**src/rtl/fir_filter.sv**
```systemverilog
// fir_filter: direct-form FIR with N+1 constant taps, full-precision signed output.
// Output is combinational from x; the delay line holds the previous N samples.
module fir_filter #(
  parameter int N = 3,
  parameter int W_X = 4,
  parameter int W_K = 4,
  parameter logic signed [W_K-1:0] K [N+1] = '{default: 1},
  parameter int W_Y = W_X + W_K + $clog2(N + 1)
) (
  input  logic                  clk,
  input  logic                  rstn,
  input  logic signed [W_X-1:0] x,
  output logic signed [W_Y-1:0] y
);
  localparam int W_P = W_X + W_K;
  logic signed [W_X-1:0] z_q [1:N];
  logic signed [W_X-1:0] z_d [1:N];
  logic signed [W_P-1:0] prod [N+1];
  assign prod[0] = W_P'(x) * W_P'(K[0]);
  for (genvar i = 1; i <= N; i++) begin : g_tap
    if (i == 1) begin : g_head
      assign z_d[i] = x;
    end else begin : g_body
      assign z_d[i] = z_q[i-1];
    end
    always_ff @(posedge clk) z_q[i] <= rstn ? '0 : z_d[i];
    assign prod[i] = W_P'(z_q[i]) * W_P'(K[i]);
  end
  // W_P-bit products cannot overflow; the sum gets clog2(N+1) guard bits.
  always_comb begin
    y = '0;
    for (int i = 0; i <= N; i++) y = y + W_Y'(prod[i]);
  end
endmodule

```
**config.mk**
```make
export PLATFORM = sky130hd
export DESIGN_NAME = fir_filter
export DESIGN_NICKNAME = d
export VERILOG_FILES = /design/src/rtl/fir_filter.sv
export SDC_FILE = /design/constraint.sdc
export NUM_CORES = 1
export LEC_CHECK = 0
export CORE_UTILIZATION = 45
export CTS_CLUSTER_DIAMETER = 60
export DETAILED_ROUTE_END_ITERATION = 12
export GPL_TIMING_DRIVEN = 0
export HOLD_SLACK_MARGIN = 0.06
export PLACE_DENSITY = 0.74
export SYNTH_ARGS = -nofsm -noshare
export SYNTH_HDL_FRONTEND = slang
export SYNTH_SLANG_ARGS = --single-unit
```
**constraint.sdc**
```tcl
create_clock -name clk -period 6.7 [get_ports clk]
set_clock_uncertainty 0.2 [all_clocks]
set_input_delay 2.01 -clock clk [delete_from_list [all_inputs] [get_ports clk]]
set_output_delay 2.01 -clock clk [all_outputs]
set_load 0.01 [all_outputs]
```
# Word level (Yosys, flattened, before mapping)
# Memory sizes are Yosys's and may differ from the RTL's.
# Index checks and enable logic that the tools add are counted.
[totals]
out_inout_bits = 10
ff_bits = 0
memories = 1
ram_bits = 12
[memory_table]
columns = ["memory", "depth", "width", "rd", "rd_ports_with_merged_regs", "wr", "line_no", "source"]
rows = [
  ["z_q", 3, 4, 3, 0, 3, "16", "logic signed [W_X-1:0] z_q [1:N];"],
]
[op_classes]
add_sub_neg = 3
mux = 3
[op_table]
columns = ["operator", "n"]
rows = [
  ["$mux 4", 3],
  ["$add 10x4->10", 1],
  ["$add 5x4->6", 1],
  ["$add 4x4->5", 1],
]

# Depth between registers and ports, before layout
# Gate-level depths: netlist (run 1).
[logic_depth]
ltp_word = 3
ltp_mapped = 11
ltp_nobuf = 11

# Worst setup path before layout (run 1)
# OpenSTA, ideal clock, no wires.
[synth_timing]
kind = "input-to-output"
start = "input port x[1]"
end = "output port y[5]"
slack_ns = -0.021
arrival_time_ns = 4.511
t_required_ns = 4.490
stages = 10
cell_sequence = "inv_1 -> fa_1 -> inv_1 -> ha_1 -> fa_1 -> a211oi_1 -> mux2_2 -> ha_1 -> or4_1 -> nand3_1"
[synth_via]
elab_chain_cells = 3
[synth_lines]
columns = ["item", "line_no", "source"]
rows = [
  ["from (decl)", "12", "input logic signed [W_X-1:0] x,"],
  ["$add 4x4->5", "32", "for (int i = 0; i <= N; i++) y = y + W_Y'(prod[i]);"],
  ["$add 5x4->6", "32", ""],
  ["$add 10x4->10", "32", ""],
  ["to (decl)", "13", "output logic signed [W_Y-1:0] y"],
]
# Every way passes these cells.

# Final worst setup path (run 1)
# Same ends and word-level chain as after synthesis.

==> flow_summary.yaml, run 1 <==
outcome:
  status: "finished, violations left"
  violations: "setup timing"
sta:
  setup_viol: 1
  max-slew-margin-rel: 0.735
  finalCriticalPeriod_ps: 6720
  hold_viol: 0
  rsz0062_at_grt: "yes"
  tightest_slew_ps: 397
  timing.fmax_mhz: 149
  finalMaxSlewViolations: 0
  setup_slack_ps: -18.8
  timing.setup.tns_ps: -18.8
  period_share: 1.00
power:
  ir_worst_vdd_mv: 0.148
  p_leak_uw: 0.000494
  powerDensity_mw_per_mm2: 237
route:
  detailroute.via_count: 665
  wl_um: 1650
  drtIter0Drc: 6
  drc: 0
  via_per_inst: 5.04
  avgRoutedWirePerCell_um: 12.5
  drtPass1Iterations: 4
  antenna_left: 0
layout:
  final_common_cell: "dfxtp_1"
  area_delta_synth_final_pct: 38.8
  diodes: 0
  utilization: 0.663
  top_register: "z_q"
  reg_top3: "z_q x12"
  largest_reg_flops: 12
  finalNetCount: 131
  layout_common_cells: "dfxtp_1 (12), nor2b_1 (10), inv_1 (6), ha_1 (6), buf_2 (5)"
  multi_input_area_um2: 644
  nFillCells: 154
  drive_above_1_share: 0.308
  regArea_um2: 240
synth:
  yosys_warnings: 0
  synthTopCellsByArea: "dfxtp_1 (29%), ha_1 (15%), fa_1 (15%)"
  syn_nets: 106
  ys_seq_elements: 12
  synth_area_per_cell_um2: 9.82
  netlist_area_um2: 825
  postSynthCellCount: 84
  yosys.area.top_type_share: 0.291
  ys_types: 27
  yosys.area.top_type: "dfxtp_1"
  synth-seq-area-share: 0.291
critical_path:
  worstPathMaxFanout: 6
  cpPeakStageDelay_ps: 530
  path_cells: "buf_6 > inv_4 > fa_1 > inv_2 > ha_4 > fa_2 > a211oi_2 > mux2_4 > ha_4 > or4_4 > nand3_2 > buf_6"
  start_kind: "input pin"
  worstSetupPathType: "input pin to primary output"
  cp.arrival_ps: 4510
  endpoint_kind: "primary output"
  critical-path-top-delay-family: "adder cells"
  cp_num_buf_inv: 4
  cp_data_required_time_ps: 4490
  slowest_stage: "or4_4"
die:
  core_mm2: 0.00173
  fp.dieH_um: 44.8
  dieArea_mm2: 0.00201
  io-pin-count: 16
  die_x_um: 44.8
  start_util: 0.478
  fp-row-count: 15
global_routing:
  track_usage: 0.194
  grt_pass1_vias: 693
  grt_first_pass_wirelength_um: 2840
  antenna_found_initial: 0
  grt_max_degree: 11
  overflow: 0
placed_design:
  routabilityCongestion: 0.845
  port_buffers: 15
  dp_hpwl_um: 1180
clock_network:
  clock_latency_ps: 250
  cts.path.max_buffers: 2
  cts_tree: "yes"
  ctsHoldBuffers: 0
  cts.sinks: 12
  htree_num_levels: 1
  root_buffer: "clkbuf_4"
  cts.clk_slew.worst_paths_ps: 60
  numCtsBuffers: 3
hold_path:
  min_path_type: "flop to flop"
run:
  max-cap-violations: 0
[layer usage]
metal | up-vias | GRT usage | share of wire
met5 | - | 0 | 0
met4 | 0 | 0.0667 | 0.016
met3 | 4 | 0.0280 | 0.033
met2 | 17 | 0.368 | 0.54
met1 | 307 | 0.219 | 0.40
li1 | 337 | - | -
[what timing repair did]
| item | in CTS | in global routing |
|---|---|---|
| setup buffers | 5 | 0 |
| gates resized for setup | 51 | 6 |
| pin swaps | 14 | 0 |
| endpoints found under the setup margin | 9 | 6 |
[power by group]
group          leakage [uW]  internal [uW]  total (uW)  switching (uW)
registers         0.0000988           74.2        76.1            1.90
logic              0.000382           79.6         155            75.2
clock network     0.0000138           20.7        40.5            19.8
[cell usage after synthesis]
cell type and count:
a21oi_1 5, inv_1 8, nand2b_1 1, ha_1 10
o21ai_0 5, o21bai_1 1, nor2_1 4, a211oi_1 2
nor2b_1 10, inv_2 1, or4_1 1, o311ai_1 1
nand3_1 1, a311oi_1 1, nand4_1 1, mux2_2 1
dfxtp_1 12, xor2_1 2, fa_1 6, nand2_1 1
a21o_1 2, nor3b_1 1, nor3b_2 1, a22oi_1 1
o211ai_1 1, clkbuf_1 1, xnor2_1 3
[worst paths after layout]
kind	startpoint	endpoint	slack [ps]	cells past startpoint
setup reg to reg	z_q[0][4]$_SDFF_PP0_	z_q[0][8]$_SDFF_PP0_	5910	1
setup / recovery	x[1]	y[5]	-20	12
hold reg to reg	z_q[0][5]$_SDFF_PP0_	z_q[0][9]$_SDFF_PP0_	280	2
hold / removal	z_q[0][5]$_SDFF_PP0_	z_q[0][9]$_SDFF_PP0_	280	2
[final cells by class]
class                      instances  share of cell area
inverter                           9              0.0317
clock buffer                       3              0.0197
tap                               25              0.0273
sequential                        12               0.210
multi-input combinational         62               0.563
buffer                             1             0.00328
timing repair buffer              20               0.145
[cell families after synthesis]
family	count (synthesis)	share of synthesized area
AND/OR/NAND/NOR	21	0.153
AO/OA/AOI/OAI	19	0.146
adder cells (fa/ha/maj)	16	0.297
flip-flops	12	0.291
buffers and inverters	10	0.0455
XOR/XNOR	5	0.0531
multiplexers	1	0.0137
[stage by stage]
step	setup WS (ps)	area, um2	std cells	total power, uW	hold slack, ps
after global routing	-99.8	1140	132	292	304
after detailed placement	-1080	1020	124	212	263
after CTS	-20.9	1140	132	269	290
after floorplan	41.7	842	84	157	234
after global placement	-1010	1020	124	209	243
final	-18.8	1140	132	271	284
(Power assumes the default switching activity.)
==> inputs of run 2 (changes only) <==
CORE_UTILIZATION = 54   (was 45)
DONT_BUFFER_PORTS = 1   (was default)
PLACE_DENSITY = 0.72   (was 0.74)
SLEW_MARGIN = 20   (was default)
==> run 2 against run 1 <==
The flow now finishes without violations. Non-clock buffer count decreased by 19. Global-route usage shrank 1.4 points. Final cell count decreased by 22%. Wire length down 23%. Count of clock-buffer cells in the layout stayed put. First-iteration DRC count is 83% lower. Critical path type unchanged. Critical endpoint unchanged. Largest cell class unchanged. Largest power group unchanged. Highest routed layer is now met3.
==> flow_summary.yaml, run 2 (synthesis results as in run 1) <==
outcome:
  status: "complete, no violations"
placed_design:
  port_buffers: 0
  place_area_um2: 861
  dp_worst_setup_slack_ps: -55.9
  routabilityCongestion: 0.663
  dp_hpwl_um: 981
global_routing:
  antenna_found_initial: 0
  overflow: 0
  grt_max_degree: 11
  track_usage: 0.180
  grt_pass1_vias: 494
  grt_first_pass_wirelength_um: 1900
route:
  drtPass1Iterations: 4
  drtIter0Drc: 1
  antenna_left: 0
  wl_um: 1270
  avgRoutedWirePerCell_um: 12.4
  drc: 0
  via_per_inst: 5.79
  detailroute.via_count: 596
die:
  start_util: 0.603
  io-pin-count: 16
  fp.dieH_um: 41.1
  core_mm2: 0.00137
  dieArea_mm2: 0.00169
  fp-row-count: 13
  die_x_um: 41.1
sta:
  tightest_slew_ps: 390
  finalCriticalPeriod_ps: 6570
  max-slew-margin-rel: 0.740
  period_share: 0.981
  timing.fmax_mhz: 152
  worst_hold_slack_ps: 275
  finalMaxSlewViolations: 0
  setup_viol: 0
  rsz0062_at_grt: "no"
  hold_viol: 0
  setup_slack_ps: 126
critical_path:
  reg2reg_depth: 1
  worstSetupPathType: "input pin to primary output"
  r2r_setup_slack_ps: 5920
  cp-startpoint: "x[1]"
  endpoint_kind: "primary output"
  worstPathMaxFanout: 6
  reg2reg_from: "z_q[0][7]$_SDFF_PP0_"
  reg2reg_to: "z_q[0][11]$_SDFF_PP0_"
  cp.arrival_ps: 4360
  crit_end: "y[5]"
  cp_data_required_time_ps: 4490
  start_kind: "input pin"
power:
  ir_worst_vdd_mv: 0.166
  powerDensity_mw_per_mm2: 240
  switching_share: 0.378
  p_total_uw: 221
  p_leak_uw: 0.000409
  comb_power_share: 0.472
  switchingPower_uw: 83.5
  pwr-share-seq: 0.343
  pwr-share-clk: 0.185
  p_int_uw: 138
layout:
  top_register: "z_q"
  final_cell_area_um2: 920
  largest_reg_flops: 12
  diodes: 0
  reg_top3: "z_q x12"
  finalNetCount: 112
  final_common_cell: "dfxtp_1"
  area_delta_synth_final_pct: 11.5
  layout_common_cells: "dfxtp_1 (12), nor2b_1 (10), ha_1 (8)"
  utilization: 0.673
  drive_above_1_share: 0.170
hold_path:
  min_path_type: "flop to flop"
clock_network:
  cts.clk_slew.worst_paths_ps: 60
  cts.sinks: 12
  cts_tree: "yes"
  htree_num_levels: 1
  numCtsBuffers: 3
  root_buffer: "clkbuf_4"
  clock_latency_ps: 260
  cts.path.max_buffers: 2
  ctsHoldBuffers: 0
run:
  max-cap-violations: 0
run 2: cell count changes in the layout (fill, tap and decap cells not counted), sizes merged:
cell	change
clkdlybuf4s15	-2
buf	-12
dlygate4sd2	-2
clkdlybuf4s50	-4
clkbuf	+1
run 2: through the flow:
step                      instances  TNS, ps
after floorplan                  84        0
after global placement           99    -48.7
after detailed placement         99    -74.4
after CTS                       102        0
after global routing            103        0
final                           103        0
run 2: power groups by stage:
stage	logic, uW	clock network, uW	registers, uW
2_1_floorplan	80.3	0	77.2
3_3_place_gp	91.9	0	77.5
3_5_place_dp	92.5	0	77.6
4_1_cts	95.7	42.4	76.0
5_1_grt	117	47.0	76.3
6_report	104	40.9	75.9
run 2: layout make-up:
| type | instances | area, um2 |
|---|---|---|
| Tap cell | 15 | 18.8 |
| Fill cell | 121 | 447 |
| Clock buffer | 3 | 22.5 |
| Buffer | 1 | 3.75 |
| Sequential cell | 12 | 240 |
| Multi-Input combinational cell | 62 | 596 |
| Inverter | 9 | 33.8 |
| Timing Repair Buffer | 1 | 5.00 |
run 2: routing by layer:
metal | vias up | track usage | share of wire
met4 | 0 | 0.0500 | 0
met3 | 0 | 0.0978 | 0.049
li1 | 299 | - | -
met2 | 15 | 0.289 | 0.47
met1 | 282 | 0.204 | 0.48
met5 | - | 0 | 0
run 2: critical path, cell delays in order:
cell	delay [ps]
inv_2	20
fa_1	470
inv_1	40
ha_2	190
fa_2	380
a211oi_2	190
mux2_4	190
ha_4	220
or4_4	540
nand3_4	100
run 2: worst min-delay path by stage:
stage | from | slack, ps | end | cells past startpoint
2_1_floorplan | z_q[0][5]$_SDFF_PP0_ | 230 | z_q[0][9]$_SDFF_PP0_ | 2
3_5_place_dp | z_q[0][5]$_SDFF_PP0_ | 250 | z_q[0][9]$_SDFF_PP0_ | 2
5_1_grt | z_q[0][11]$_SDFF_PP0_ | 300 | z_q[0][15]$_SDFF_PP0_ | 1
4_1_cts | z_q[0][5]$_SDFF_PP0_ | 260 | z_q[0][9]$_SDFF_PP0_ | 2
6_report | z_q[0][5]$_SDFF_PP0_ | 280 | z_q[0][9]$_SDFF_PP0_ | 2
3_3_place_gp | z_q[0][5]$_SDFF_PP0_ | 250 | z_q[0][9]$_SDFF_PP0_ | 2
run 2: repair_timing:
action / in CTS / in global routing
cloned: 0 / 0
pin swaps: 0 / 5
setup endpoints to repair: 3 / 5
gates resized for setup: 3 / 9
setup buffers: 0 / 1
==> inputs of run 3 (changes only) <==
CELL_PAD_IN_SITES_DETAIL_PLACEMENT = 2   (was default)
CELL_PAD_IN_SITES_GLOBAL_PLACEMENT = 2   (was default)
CORE_UTILIZATION = 33   (was 54)
PLACE_DENSITY = 0.71   (was 0.72)
TNS_END_PERCENT = 5   (was default)
==> run 3 against run 2 <==
Final area rose by 0.54%. Hold slack got worse by 6.2 ps. Setup slack got worse by 20 ps. Register-to-register slack about the same. Maximum frequency is 0.30% lower. Die area grew 60%. First-iteration DRC count grew 100%. Count of clock-buffer cells in the layout unchanged. Power rose by 0.86%.
==> flow_summary.yaml, run 3 (synthesis results as in run 1) <==
critical_path:
  crit_top_cell: "inv_1"
  worstSetupPathType: "input pin to primary output"
  cp.depth: 10
  path_cells: "inv_1 > fa_1 > inv_1 > ha_2 > fa_2 > xor2_1 > ha_1 > o21ai_0 > or4_4 > nand3_2"
  worstPathMaxFanout: 3
  cp-startpoint: "x[1]"
  reg2reg_to: "z_q[0][10]$_SDFF_PP0_"
  cp.arrival_ps: 4380
  cpPeakStageDelay_ps: 530
  slowest_stage: "fa_1"
  endpoint_kind: "primary output"
  r2r_setup_slack_ps: 5910
  start_kind: "input pin"
  cp_num_buf_inv: 2
  reg2reg_depth: 1
  reg2reg_from: "z_q[0][6]$_SDFF_PP0_"
  crit_end: "y[5]"
  cp_data_required_time_ps: 4490
  critical-path-top-delay-family: "adder cells"
sta:
  finalMaxSlewViolations: 0
  setup_slack_ps: 106
  max-slew-margin-rel: 0.712
  tightest_slew_ps: 432
  timing.fmax_mhz: 152
  hold_viol: 0
  period_share: 0.984
  rsz0062_at_grt: "yes"
  finalCriticalPeriod_ps: 6590
  setup_viol: 0
clock_network:
  cts.sinks: 12
  numCtsBuffers: 3
  htree_num_levels: 1
  ctsHoldBuffers: 0
  cts_tree: "yes"
  clock_latency_ps: 270
  cts.path.max_buffers: 2
  root_buffer: "clkbuf_4"
  cts.clk_slew.worst_paths_ps: 70
die:
  dieArea_mm2: 0.00270
  die_x_um: 52.0
  fp.dieH_um: 52.0
  start_util: 0.362
  fp-row-count: 17
  core_mm2: 0.00228
  io-pin-count: 16
placed_design:
  placed_cells_incl_taps: 112
  port_buffers: 0
  routabilityCongestion: 0.751
  dp_worst_setup_slack_ps: -89.9
  dp_hpwl_um: 1400
global_routing:
  grt_first_pass_wirelength_um: 2810
  antenna_found_initial: 0
  track_usage: 0.142
  overflow: 0
  grt_max_degree: 11
  grt_pass1_vias: 620
power:
  powerDensity_mw_per_mm2: 241
  ir_worst_vdd_mv: 0.120
  p_leak_uw: 0.000408
layout:
  drive_above_1_share: 0.148
  reg_top3: "z_q x12"
  stdcell_count: 116
  nFillCells: 259
  multi_input_area_um2: 582
  regArea_um2: 240
  utilization: 0.406
  final_common_cell: "dfxtp_1"
  largest_reg_flops: 12
  diodes: 0
  top_register: "z_q"
  layout_common_cells: "dfxtp_1 (12), nor2b_1 (10), inv_1 (8), ha_1 (8)"
  finalNetCount: 112
  area_delta_synth_final_pct: 12.1
outcome:
  status: "complete, no violations"
route:
  drc: 0
  avgRoutedWirePerCell_um: 14.6
  drtPass1Iterations: 2
  drtIter0Drc: 2
  detailroute.via_count: 606
  antenna_left: 0
  via_per_inst: 5.22
  wl_um: 1690
hold_path:
  min_path_type: "flop to flop"
run:
  max-cap-violations: 0
[run 3: changes by cell type in the layout (fill, tap and decap cells not counted), sizes merged]
cell    delta
clkbuf     -1
buf        +1
[run 3: layout make-up]
| class | instances | share of cell area |
|---|---|---|
| buffer | 1 | 0.00406 |
| tap | 28 | 0.0379 |
| inverter | 9 | 0.0365 |
| clock buffer | 3 | 0.0244 |
| multi-input combinational | 62 | 0.629 |
| timing repair buffer | 1 | 0.00812 |
| sequential | 12 | 0.260 |
[run 3: repair_timing]
action / CTS / global route
setup endpoints to repair: 4 / 5
gates resized for setup: 5 / 3
pin swaps: 1 / 3
buffers inserted: 0 / 1
[run 3: metrics by stage]
step	hold slack (ps)	instance area (um2)	power, uW	TNS [ps]
floorplan	234	842	157	0
detailed placement	260	877	175	-208
CTS	275	917	223	0
global route	304	925	238	-2.88
global placement	247	877	172	-147
finish	269	925	223	0
[run 3: how the worst min path moves through the flow]
stage / slack [ps] / cells after the start / start / end
after floorplan: 230 / 2 / z_q[0][5]$_SDFF_PP0_ / z_q[0][9]$_SDFF_PP0_
after global placement: 250 / 2 / z_q[0][5]$_SDFF_PP0_ / z_q[0][9]$_SDFF_PP0_
after detailed placement: 260 / 2 / z_q[0][5]$_SDFF_PP0_ / z_q[0][9]$_SDFF_PP0_
after CTS: 270 / 2 / z_q[0][5]$_SDFF_PP0_ / z_q[0][9]$_SDFF_PP0_
after global routing: 300 / 2 / z_q[0][5]$_SDFF_PP0_ / z_q[0][9]$_SDFF_PP0_
final: 270 / 2 / z_q[0][5]$_SDFF_PP0_ / z_q[0][9]$_SDFF_PP0_
[run 3: routing by layer]
metal  track usage  routed length (um)  vias up
li1              -                   -      296
met1         0.176                 779      297
met2         0.233                 832       13
met3        0.0526                  79        0
met4        0.0270                   0        0
met5             0                   0        -
[run 3: where the power goes]
| part | switching (uW) | internal, uW | leakage, uW |
|---|---|---|---|
| logic | 61.5 | 42.6 | 0.000296 |
| clock network | 22.2 | 20.8 | 0.0000138 |
| registers | 1.81 | 74.2 | 0.0000988 |
| total | 85.5 | 138 | 0.000408 |
